[src/rtl/debug_uart_sched.sv]
// rtl/debug_uart_sched.sv - shares the debug uart_tx between a CPU byte FIFO and a trace holding register
module debug_uart_sched #(
  parameter int DEPTH         = 4,
  parameter int LW            = 3,
  parameter int START_TIMEOUT = 3
) (
  input  logic          clk,
  input  logic          rst,
  input  logic          cpu_wr,
  input  logic [7:0]    cpu_data,
  output logic          cpu_full,
  output logic          cpu_ovf,
  input  logic          ovf_clr,
  input  logic          trace_valid,
  input  logic [7:0]    trace_data,
  output logic          trace_ready,
  output logic          tx_en,
  output logic [7:0]    tx_data,
  input  logic          tx_busy,
  output logic [LW-1:0] fifo_level,
  output logic          grant_trace
);

  localparam int PW = (DEPTH > 1) ? $clog2(DEPTH) : 1;
  localparam int TW = (START_TIMEOUT > 1) ? $clog2(START_TIMEOUT + 1) : 1;

  typedef enum logic [1:0] {
    IDLE  = 2'd0,
    START = 2'd1,
    DONE  = 2'd2
  } state_t;

  state_t state, state_next;

  // CPU FIFO storage; pointers wrap naturally because DEPTH is a power of two
  logic [7:0]    mem [DEPTH];
  logic [PW-1:0] wr_ptr, rd_ptr;
  logic [LW-1:0] level;

  // Trace holding register
  logic          hold_full;
  logic [7:0]    hold_data;

  // 1 = trace source won the previous launch
  logic          last_grant;
  logic [TW-1:0] start_cnt;

  logic          launch;
  logic          sel_trace;
  logic          cpu_pend;
  logic          pop;
  logic          push;
  logic          drop;
  logic [7:0]    sel_byte;

  assign cpu_pend    = (level != '0);
  assign cpu_full    = (level == LW'(DEPTH));
  assign trace_ready = !hold_full;
  assign fifo_level  = level;
  assign pop         = launch && !sel_trace;
  // A pop in the same cycle makes room, so a full FIFO can still accept
  assign push        = cpu_wr && (!cpu_full || pop);
  assign drop        = cpu_wr && !push;
  assign sel_byte    = sel_trace ? hold_data : mem[rd_ptr];

  // Next-state logic: arbitration and launch decision happen only in IDLE
  always_comb begin
    state_next = state;
    launch     = 1'b0;
    sel_trace  = 1'b0;
    case (state)
      IDLE: begin
        if (!tx_busy && (cpu_pend || hold_full)) begin
          launch     = 1'b1;
          sel_trace  = (cpu_pend && hold_full) ? !last_grant : hold_full;
          state_next = START;
        end
      end
      START: begin
        if (tx_busy || (start_cnt == TW'(START_TIMEOUT - 1))) begin
          state_next = DONE;
        end
      end
      DONE: begin
        if (!tx_busy) begin
          state_next = IDLE;
        end
      end
      default: state_next = IDLE;
    endcase
  end

  // State register and START dwell counter
  always_ff @(posedge clk) begin
    if (rst) begin
      state     <= IDLE;
      start_cnt <= '0;
    end else begin
      state     <= state_next;
      start_cnt <= (state == START && state_next == START) ? start_cnt + TW'(1) : '0;
    end
  end

  // Registered launch strobe, byte and grant bookkeeping
  always_ff @(posedge clk) begin
    if (rst) begin
      tx_en       <= 1'b0;
      tx_data     <= 8'h00;
      grant_trace <= 1'b0;
      last_grant  <= 1'b1;
    end else begin
      tx_en <= launch;
      if (launch) begin
        tx_data     <= sel_byte;
        grant_trace <= sel_trace;
        last_grant  <= sel_trace;
      end
    end
  end

  // FIFO data write; contents need no reset since level gates every read
  always_ff @(posedge clk) begin
    if (push) begin
      mem[wr_ptr] <= cpu_data;
    end
  end

  // FIFO pointers and occupancy
  always_ff @(posedge clk) begin
    if (rst) begin
      wr_ptr <= '0;
      rd_ptr <= '0;
      level  <= '0;
    end else begin
      if (push) wr_ptr <= wr_ptr + PW'(1);
      if (pop)  rd_ptr <= rd_ptr + PW'(1);
      case ({push, pop})
        2'b10:   level <= level + LW'(1);
        2'b01:   level <= level - LW'(1);
        default: level <= level;
      endcase
    end
  end

  // Sticky overflow; a drop in the same cycle as a clear keeps the flag set
  always_ff @(posedge clk) begin
    if (rst) begin
      cpu_ovf <= 1'b0;
    end else if (drop) begin
      cpu_ovf <= 1'b1;
    end else if (ovf_clr) begin
      cpu_ovf <= 1'b0;
    end
  end

  // Trace holding register: capture on handshake, free on launch
  always_ff @(posedge clk) begin
    if (rst) begin
      hold_full <= 1'b0;
      hold_data <= 8'h00;
    end else if (trace_valid && !hold_full) begin
      hold_full <= 1'b1;
      hold_data <= trace_data;
    end else if (launch && sel_trace) begin
      hold_full <= 1'b0;
    end
  end

endmodule

[config.mk]
export PLATFORM = sky130hd
export DESIGN_NAME = debug_uart_sched
export DESIGN_NICKNAME = d
export VERILOG_FILES = /design/src/rtl/debug_uart_sched.sv
export SDC_FILE = /design/constraint.sdc
export NUM_CORES = 1
export LEC_CHECK = 0
export CAP_MARGIN = 20
export CORE_MARGIN = 2
export CORE_UTILIZATION = 29
export CTS_BUF_LIST = sky130_fd_sc_hd__clkbuf_16
export CTS_CLUSTER_DIAMETER = 200
export DETAILED_ROUTE_END_ITERATION = 7
export GPL_ROUTABILITY_DRIVEN = 0
export HOLD_SLACK_MARGIN = 0.03
export PLACE_DENSITY_LB_ADDON = 0.12
export SYNTH_ARGS = -nofsm -noshare
export SYNTH_HDL_FRONTEND = slang
export SYNTH_SLANG_ARGS = --single-unit
[constraint.sdc]
create_clock -name clk -period 3.6 [get_ports clk]
set_input_delay 0.72 -clock clk [delete_from_list [all_inputs] [get_ports clk]]
set_output_delay 0.72 -clock clk [all_outputs]
set_load 0.1 [all_outputs]
==> flow_metrics.tcl <==
set metrics [dict create \
    io_pins 38 \
    total_power_uw 2380 \
    first_global_vias 1705 \
    fin_tns_setup_ns 0 \
    antenna_found_initial 0 \
    portBuffers 37 \
    cts_buffers 9 \
    maxSlewViolCount 0 \
    syn_to_final_growth_pct 29.2 \
    power_leakage_uw 0.00121 \
    syn_inst 207 \
    hold_viol 0 \
    start_kind "flop" \
    r2r_slack_ns 1.38 \
    skew_ns 0.00610 \
    place_inst 346 \
    power_frac_comb 0.214 \
    cts_buffer_depth 2 \
    dieWidth_um 101 \
    grt_max_degree 36 \
    p_sw_uw 683 \
    worstSetupEndpoint "trace_ready" \
    hold_path.class "flop to flop" \
    fmax_mhz 371 \
    ys_ff_latch 66 \
    initial_core_util 0.297 \
    die-area_um2 10200 \
    synth-async-reset-ratio 0 \
    cap_violations 0 \
    cp_max_fo 7 \
    path_clk_slew_ns 0.05 \
    syn_nets 235 \
    synth_warnings 0 \
    antenna_left 0 \
    critPathArrivalTime_ns 1.98 \
    drive_gt1_frac 0.144 \
    r2r-start "fifo_level[0]" \
    seqPwrFrac 0.378 \
    max_slew_margin 0.350 \
    htree_num_levels 3 \
    layout_min_cycle_time_ns 2.70 \
    required_ns 2.88 \
    p_int_uw 1700 \
    drtIter0Drc 54 \
    cts_root_buf "clkbuf_16" \
    fin_cells 361 \
    drc 0 \
    yosysUniqueCellTypes 48 \
    powerDensity_nw_per_um2 674 \
    r2r_end "fifo_level[1]" \
    ctsResizeCount 0 \
    placementRows 35 \
    grt_usage 0.113 \
    die-height_um 101 \
    grt_overflow 0 \
    yosysSeqAreaShare 0.601 \
    cts-hold-fix-buffers 0 \
    vias 1664 \
    rsz0062_at_grt "false" \
    worst_pin_slew_ns 0.972 \
    crit_path_start "hold_full" \
    crit_type "flop to output pin" \
    status "finished clean" \
    grt_pass1_wl_um 8670 \
    cts_sinks 66 \
    setup_violations 0 \
    avgRoutedWirePerCell_um 14.7 \
    fin_crit_sh 0.749 \
    synth-edff-count 32 \
    clock_latency_ns 0.32 \
    synth_area_per_cell_um2 13.2 \
    dp_hpwl_um 3770 \
    peakVddDrop_mv 0.200 \
    cts_tree "yes" \
    first_pass_iters 4 \
    yosys.area.top_type "edfxtp_1" \
    coreArea_um2 9200 \
    antenna_cells 0 \
    yosys.area.top_type_share 0.352 \
    fin_nets 274 \
    ys_top_cells_by_area "edfxtp_1 35%, dfxtp_1 25%, mux4_2 6.6%" \
    viasPerCell 4.61 \
    rr_worst_depth 7 \
    clock_power_share 0.407 \
    cp-end-kind "output pin" \
    switching_share 0.287 \
    synth_top_flop_cell "dfxtp_1" \
    postCtsSetupRepairBufs 0 \
    routed_wl_um 5310 \
    mappedNetlistArea_um2 2730 \
]
## placed cells by master, fill, tap and decap left out, drive strengths merged, types with 2 or more instances in the layout
| master | n |
|---|---|
| a211oi | 7 |
| a21oi | 9 |
| a22oi | 4 |
| and2 | 5 |
| buf | 4 |
| bufinv | 3 |
| clkbuf | 9 |
| clkdlybuf4s50 | 36 |
| clkinv | 2 |
| dfxtp | 34 |
| edfxtp | 32 |
| ha | 5 |
| inv | 7 |
| mux2i | 14 |
| mux4 | 8 |
| nand2 | 4 |
| nand2b | 5 |
| nand3 | 3 |
| nand3b | 2 |
| nand4 | 3 |
| nor2 | 25 |
| nor2b | 2 |
| nor3 | 2 |
| o21ai | 2 |
| or3 | 2 |
| xnor2 | 3 |
| xor2 | 2 |
## metal layers
metal | vias to the layer above | GRT usage | share of wire
li1 | 837 | - | -
met1 | 783 | 0.156 | 0.48
met2 | 38 | 0.164 | 0.45
met3 | 6 | 0.0243 | 0.045
met4 | 0 | 0.0655 | 0.018
met5 | - | 0 | 0
## cell usage after synthesis (5+ instances only)
master,instances
mux4_2,8
dfxtp_1,34
clkbuf_1,7
a21oi_1,8
nor2_1,24
edfxtp_1,32
inv_1,7
and2_1,5
ha_1,5
nand2b_1,5
mux2i_1,14
## final cells by class
cell class,instances,area (µm²)
Multi-Input combinational cell,122,1000
Sequential cell,66,1640
Clock inverter,6,106
Timing Repair Buffer,40,390
Fill cell,881,5670
Inverter,7,26.3
Clock buffer,9,225
Tap cell,111,139
## sequential cells by signal (all words and copies together), names as in the netlist, named ones only
name / cells
fifo_level: 3
hold_data: 8
mem: 32
wr_ptr: 2
tx_en: 1
rd_ptr: 2
last_grant: 1
state: 2
grant_trace: 1
cpu_ovf: 1
hold_full: 1
start_cnt: 2
tx_data: 8
## cell families (layout without fill, tap and decap cells)
group           count (synthesis)  count (layout)  share of synthesized area
compound gates                 30              30                     0.0875
buf+inv                        19              62                     0.0325
xor+xnor                        5               5                     0.0160
flops                          66              66                      0.601
simple gates                   58              58                      0.112
mux                            23              23                      0.121
fa+ha+maj                       6               6                     0.0302
## per-stage QoR
step	setup WS (ns)	area, µm²	utilization	hold slack [ns]
2_1_floorplan	0.741	2730	-	0.391
3_3_place_gp	0.593	3200	0.348	0.403
3_5_place_dp	0.556	3200	0.348	0.401
4_1_cts	0.887	3530	0.384	0.408
5_1_grt	0.749	3530	0.384	0.425
6_report	0.902	3530	0.384	0.409
## worst min path at each step
stage	cells past startpoint	start	slack, ns	to
floorplan	1	start_cnt[0]	0.39	start_cnt[0]
global placement	1	start_cnt[0]	0.40	start_cnt[0]
detailed placement	1	start_cnt[0]	0.40	start_cnt[0]
CTS	1	start_cnt[0]	0.41	start_cnt[0]
global route	1	start_cnt[0]	0.43	start_cnt[0]
finish	1	start_cnt[0]	0.41	start_cnt[0]
## worst max-delay path, stage by stage, from the launching register on
cell	delay, ns
dfxtp_1	0.37
inv_1	0.14
clkdlybuf4s50_1	1.15
## power by group through the flow
stage	Sequential [µW]	Clock, µW	Combinational (µW)
2_1_floorplan	1060	0	249
3_3_place_gp	918	0	514
3_5_place_dp	918	0	516
4_1_cts	903	995	516
5_1_grt	911	1020	547
6_report	900	969	510
Power figures use the tool's default switching activity.
